## src/rtl/mem_pkg.sv

```systemverilog
// Shared definitions for the fetch/data memory arbiter: default memory map,
// FSM state encoding, response source tags and the write-sections decoder.
package mem_pkg;

    localparam logic [31:0] PROGRAM_MEMORY_SIZE = 32'h0000_1000;
    localparam logic [31:0] LED_ADDR            = 32'h0000_2000;

    typedef enum logic [1:0] {
        IDLE   = 2'd0,
        IF_ACC = 2'd1,
        D_ACC  = 2'd2,
        RESP   = 2'd3
    } state_t;

    // Where the response word comes from during RESP.
    typedef enum logic [1:0] {
        SRC_RAM  = 2'd0,
        SRC_ZERO = 2'd1,
        SRC_LED  = 2'd2
    } rsrc_t;

    // Port identifiers used by the round-robin tie-break.
    localparam logic GRANT_IF = 1'b0;
    localparam logic GRANT_D  = 1'b1;

    // bit0 -> byte0, bit1 -> byte1, bit2 -> bytes 2 and 3.
    function automatic logic [3:0] sections_to_be(input logic [2:0] sections);
        return {sections[2], sections[2], sections[1], sections[0]};
    endfunction

endpackage

```

## src/rtl/mem_arbiter_rr_arbiter2.sv

```systemverilog
// Two-way round-robin tie-break: req[0] = fetch, req[1] = data.
// On a tie the port not named by 'last' wins; otherwise the lone requester.
module rr_arbiter2
    import mem_pkg::*;
(
    input  logic [1:0] req,
    input  logic       last,
    output logic       grant
);

    // Pick the winner; the value is meaningful only when some req is high.
    always_comb begin
        if (&req) begin
            grant = ~last;
        end else begin
            grant = req[1] ? GRANT_D : GRANT_IF;
        end
    end

endmodule

```

## src/rtl/mem_arbiter.sv

```systemverilog
// Shares one single-port synchronous RAM between an instruction-fetch port
// and a data port. Each access takes IDLE -> ACC -> RESP (one cycle each).
// Optional LED register at LED_ADDR: define MEM_ARBITER_LED_MMIO_EN.
module mem_arbiter
    import mem_pkg::*;
#(
    parameter logic [31:0] PROGRAM_MEMORY_SIZE = mem_pkg::PROGRAM_MEMORY_SIZE,
    parameter logic [31:0] LED_ADDR            = mem_pkg::LED_ADDR
) (
    input  logic        clk48,
    input  logic        reset_n,
    input  logic        if_req,
    input  logic [31:0] if_addr,
    output logic        if_ready,
    output logic [31:0] if_rdata,
    input  logic        d_req,
    input  logic [31:0] d_addr,
    input  logic [31:0] d_wdata,
    input  logic [2:0]  d_write_sections,
    output logic        d_ready,
    output logic [31:0] d_rdata,
    output logic        d_fault,
    output logic        ram_en,
    output logic [3:0]  ram_we,
    output logic [29:0] ram_addr,
    output logic [31:0] ram_wdata,
    input  logic [31:0] ram_rdata,
    output logic        led_on
);

`ifdef MEM_ARBITER_LED_MMIO_EN
    localparam logic LED_EN = 1'b1;
`else
    localparam logic LED_EN = 1'b0;
`endif

    state_t      state_q;
    logic        last_grant_q;
    logic        gnt_q;
    logic [29:0] addr_q;
    logic [31:0] wdata_q;
    logic [3:0]  be_q;
    logic        led_hit_q;
    logic        fault_pend_q;
    rsrc_t       rsrc_q;
    logic        ram_en_q;
    logic [3:0]  ram_we_q;
    logic        if_ready_q;
    logic        d_ready_q;
    logic        d_fault_q;
    logic        led_q;

    logic        arb_grant;
    logic [31:0] sel_addr;
    logic        sel_in_ram;
    logic        sel_is_led;

    rr_arbiter2 u_arb (
        .req   ({d_req, if_req}),
        .last  (last_grant_q),
        .grant (arb_grant)
    );

    // Decode the address of whichever port the arbiter would grant now.
    always_comb begin
        sel_addr   = (arb_grant == GRANT_D) ? d_addr : if_addr;
        sel_in_ram = (sel_addr < PROGRAM_MEMORY_SIZE);
        sel_is_led = LED_EN && (arb_grant == GRANT_D) &&
                     (sel_addr[31:2] == LED_ADDR[31:2]);
    end

    // Access FSM; RAM strobes, ready and fault are all registered here.
    always_ff @(posedge clk48) begin
        if (!reset_n) begin
            state_q      <= IDLE;
            last_grant_q <= GRANT_IF;
            gnt_q        <= GRANT_IF;
            addr_q       <= '0;
            wdata_q      <= '0;
            be_q         <= '0;
            led_hit_q    <= 1'b0;
            fault_pend_q <= 1'b0;
            rsrc_q       <= SRC_ZERO;
            ram_en_q     <= 1'b0;
            ram_we_q     <= '0;
            if_ready_q   <= 1'b0;
            d_ready_q    <= 1'b0;
            d_fault_q    <= 1'b0;
            led_q        <= 1'b0;
        end else begin
            case (state_q)
                IDLE: begin
                    if (if_req || d_req) begin
                        gnt_q        <= arb_grant;
                        last_grant_q <= arb_grant;
                        addr_q       <= sel_addr[31:2];
                        wdata_q      <= d_wdata;
                        be_q         <= (arb_grant == GRANT_D) ?
                                        sections_to_be(d_write_sections) : '0;
                        led_hit_q    <= sel_is_led;
                        fault_pend_q <= (arb_grant == GRANT_D) && !sel_in_ram && !sel_is_led;
                        ram_en_q     <= sel_in_ram && !sel_is_led;
                        ram_we_q     <= ((arb_grant == GRANT_D) && sel_in_ram && !sel_is_led) ?
                                        sections_to_be(d_write_sections) : '0;
                        rsrc_q       <= sel_is_led ? SRC_LED :
                                        (sel_in_ram ? SRC_RAM : SRC_ZERO);
                        state_q      <= (arb_grant == GRANT_D) ? D_ACC : IF_ACC;
                    end
                end
                IF_ACC, D_ACC: begin
                    ram_en_q   <= 1'b0;
                    ram_we_q   <= '0;
                    if (led_hit_q && (be_q != '0)) begin
                        led_q <= (wdata_q != '0);
                    end
                    if_ready_q <= (gnt_q == GRANT_IF);
                    d_ready_q  <= (gnt_q == GRANT_D);
                    d_fault_q  <= fault_pend_q;
                    state_q    <= RESP;
                end
                RESP: begin
                    if_ready_q <= 1'b0;
                    d_ready_q  <= 1'b0;
                    d_fault_q  <= 1'b0;
                    state_q    <= IDLE;
                end
                default: state_q <= IDLE;
            endcase
        end
    end

    // RAM data arrives one cycle after the strobe, i.e. during RESP, so the
    // read words are steered combinationally and forced to zero otherwise.
    always_comb begin
        if_rdata = '0;
        d_rdata  = '0;
        if (if_ready_q && (rsrc_q == SRC_RAM)) begin
            if_rdata = ram_rdata;
        end
        if (d_ready_q) begin
            case (rsrc_q)
                SRC_RAM: d_rdata = ram_rdata;
                SRC_LED: d_rdata = {31'b0, led_q};
                default: d_rdata = '0;
            endcase
        end
    end

    assign ram_en    = ram_en_q;
    assign ram_we    = ram_we_q;
    assign ram_addr  = addr_q;
    assign ram_wdata = wdata_q;
    assign if_ready  = if_ready_q;
    assign d_ready   = d_ready_q;
    assign d_fault   = d_fault_q;
    assign led_on    = led_q;

endmodule

```

## config.mk

```make
export PLATFORM = sky130hd
export DESIGN_NAME = mem_arbiter
export DESIGN_NICKNAME = d
export VERILOG_FILES = /design/src/rtl/mem_pkg.sv /design/src/rtl/mem_arbiter_rr_arbiter2.sv /design/src/rtl/mem_arbiter.sv
export SDC_FILE = /design/constraint.sdc
export NUM_CORES = 1
export LEC_CHECK = 0
export CAP_MARGIN = 5
export CORE_UTILIZATION = 35
export DETAILED_ROUTE_END_ITERATION = 8
export PLACE_DENSITY = 0.87
export SLEW_MARGIN = 20
export SYNTH_ARGS = -nofsm -noshare
export SYNTH_HDL_FRONTEND = slang
export SYNTH_HIERARCHICAL = 1
export SYNTH_SLANG_ARGS = --single-unit
```

## constraint.sdc

```tcl
create_clock -name clk48 -period 2.1 [get_ports clk48]
set_input_delay 0.42 -clock clk48 [delete_from_list [all_inputs] [get_ports clk48]]
set_output_delay 0.42 -clock clk48 [all_outputs]
set_load 0.1 [all_outputs]
```

==> out/results.ini <==
[outcome]
outcome = completed

[logic_synthesis]
synth_top_cell_area_share_pct = 40.5
synth.area.mux_share_pct = 8.21
synthCells = 428
synth_top_family_by_area = simple AND/OR/NAND/NOR gates
synth_compound_area_share_pct = 18.6
synth.largest_area_cell = dfxtp_1
synthFlopType = dfxtp_1
netlist_area_sq_um = 3660
synth_adder_area_share_pct = 1.03
syn-num-nets = 566
yosys-top-cells-area = dfxtp_1 (41%), and2_1 (11%), nand2_1 (11%)
synth-seq-cells = 74
ys_top_cells_by_count = nand2_1 (104), dfxtp_1 (74), and2_1 (64)
synth_xor_area_share_pct = 0
synth_enable_flop_cells = 0
avgSynthCellArea_sq_um = 8.54
ys_seq_area_share_pct = 40.5
synth_cell_types = 31
yosys_warnings = 6
ys_async_sr_fraction_pct = 0
yosys.area_share.simple_pct = 26.9
post-synth-top-count-cell = nand2_1

[cts]
cts-resized-gates = 0
numCtsBuffers = 9
post-cts-setup-buffers = 0
clk_latency_ns = 0.35
cts-root-buf = clkbuf_8
cts_buffer_depth = 2
clk_pin_slew_ns = 0.08
htree_num_levels = 3
ctsHoldBuffers = 0
cts_tree = built
cts.sinks = 74

[placement]
post-dp-hpwl_um = 11100
gp_congestion = 0.854
place_inst = 806
port_buffers = 264
pre_cts_ws_ns = -0.217

[global_route]
grtUsageMet2_pct = 46.4
grt_busiest_layer = met2
grt_util_all_layers_pct = 24.7
use_met3_pct = 7.27
antenna_found_initial = 2
grt_pass1_wl_um = 21100
globalRouteMet1Util_pct = 24.5
grt_pass1_vias = 4111
overflow = 0
grt_max_degree = 42

[die]
core.rowCount = 36
die_h_um = 104
core_area_sq_um = 9950
initial_utilization_pct = 36.7
ios = 270
die_w_um = 104
dieArea_sq_um = 10900

[sta]
slew_violations = 0
setup_viol = 0
rsz0062_at_grt = no
fmax_mhz = 499
final.setup.tns_ns = 0
fin_worst_skew_ns = 0.00873
fin_ws_ns = 0.0940
final-hold-violation-count = 0
fin_crit_ns = 2.01
min_period_over_period_pct = 95.5

[routing]
routed_wl_um = 13500
firstDrtPassIters = 4
drtIter0Drc = 198
avgViaCountPerCell = 4.88
post_drt_wl_per_cell_um = 16.4
ant_nets = 0
route.vias.total = 4024
drc_errors = 0

[pwr]
powerDensity_nw_per_um2 = 890
p_sw_mw = 3.26
internal_power_mw = 3.18
p_comb_share_pct = 54.1
p_leak_nw = 3.31
ir_drop_mv = 0.883
seqPwrFrac_pct = 28.5
switching_share_pct = 50.7
clockPowerShare_pct = 17.4
power_mw = 6.44

[job]
maxCapViolations = 0

[critical_path]
crit_type = in2reg
worst_setup_path_start_kind = primary input
crit_fanout = 4
cp-end-kind = flip-flop
cp.arrival_ns = 2.28
cp.required_ns = 2.37

[hold_path]
hold_path.class = reg2reg

[cells_and_area]
area_growth_pct = 97.7
drive_gt1_share_pct = 34.4
instances_no_fill = 824
nets = 822

==> path summary, 6_finish.rpt <==
check / start / end / slack (ns) / cells past startpoint
hold reg to reg: ram_we[1] / ram_we[1] / 0.45 / 2
setup / recovery: d_req / ram_we[2] / 0.09 / 7
setup reg to reg: gnt_q / ram_we[2] / 0.37 / 6
hold / removal: ram_we[1] / ram_we[1] / 0.45 / 2
==> layout by cell type (no fill, tap or decap), types with 2 or more instances in the layout <==
master | Yosys | routed
o211a_1 | 32 | 32
nor3b_1 | 2 | 2
nand4_1 | 5 | 5
dfxtp_1 | 74 | 72
clkbuf_8 | 0 | 10
nor4_1 | 7 | 7
o21ai_1 | 5 | 4
buf_4 | 4 | 83
inv_1 | 3 | 3
nand2_1 | 104 | 104
nor3_1 | 3 | 3
clkdlybuf4s50_1 | 0 | 129
a21oi_1 | 7 | 7
and2_2 | 0 | 64
buf_12 | 0 | 67
nor2_1 | 2 | 2
diode_2 | 0 | 2
nor2b_1 | 7 | 7
dfxtp_2 | 0 | 2
a21boi_0 | 33 | 33
mux2i_1 | 30 | 30
ha_1 | 3 | 3
clkinvlp_4 | 0 | 3
==> sequential cells by signal (all words and copies together) (netlist names) <==
name	flops
rsrc_q	1
d_fault	1
ram_addr	30
if_ready	1
state_q	2
ram_wdata	32
d_ready	1
ram_we	3
ram_en	1
fault_pend_q	1
gnt_q	1
==> cell families after synthesis <==
kind of cell	Yosys count
simple gates	199
compound gates	83
flops	74
buf+inv	38
mux	30
fa+ha+maj	3
other cells	1
==> stage by stage <==
stage                     hold slack (ns)  util (%)  cell area (sq um)
after floorplan                     0.461         -               3740
after global placement              0.438      70.5               7020
after detailed placement            0.442      70.5               7020
after CTS                           0.454      72.6               7230
after global routing                0.476      72.6               7230
final                               0.452      72.6               7230
==> critical path, stage by stage <==
cell and delay [ns]:
clkdlybuf4s50_1 0.51, a21boi_4 0.23, nor4b_1 0.31, nand4_1 0.15, a211o_1 0.34, buf_4 0.17
o21ai_1 0.14
==> final cells by class <==
class                      instances  area [sq um]
tap                              133           166
timing repair buffer             280          3260
clock inverter                     6          66.3
clock buffer                      10           138
antenna                            2          5.00
inverter                           3          11.3
multi-input combinational        316          2100
sequential                        74          1480
fill                             700          2720
==> metal layers <==
metal,share of wire (%),routed length (um),up-vias
met5,0,0,-
met3,7.2,978,30
met4,4.0,536,0
met2,52,7090,173
li1,-,-,1962
met1,36,4910,1859
==> power by group through the flow <==
stage | Clock [mW] | Combinational, mW | Sequential, mW
global route | 1.20 | 3.63 | 1.86
CTS | 1.14 | 3.50 | 1.83
floorplan | 0 | 0.758 | 3.64
finish | 1.12 | 3.48 | 1.83
global placement | 0 | 3.42 | 1.84
detailed placement | 0 | 3.49 | 1.86
(Power assumes the default switching activity.)
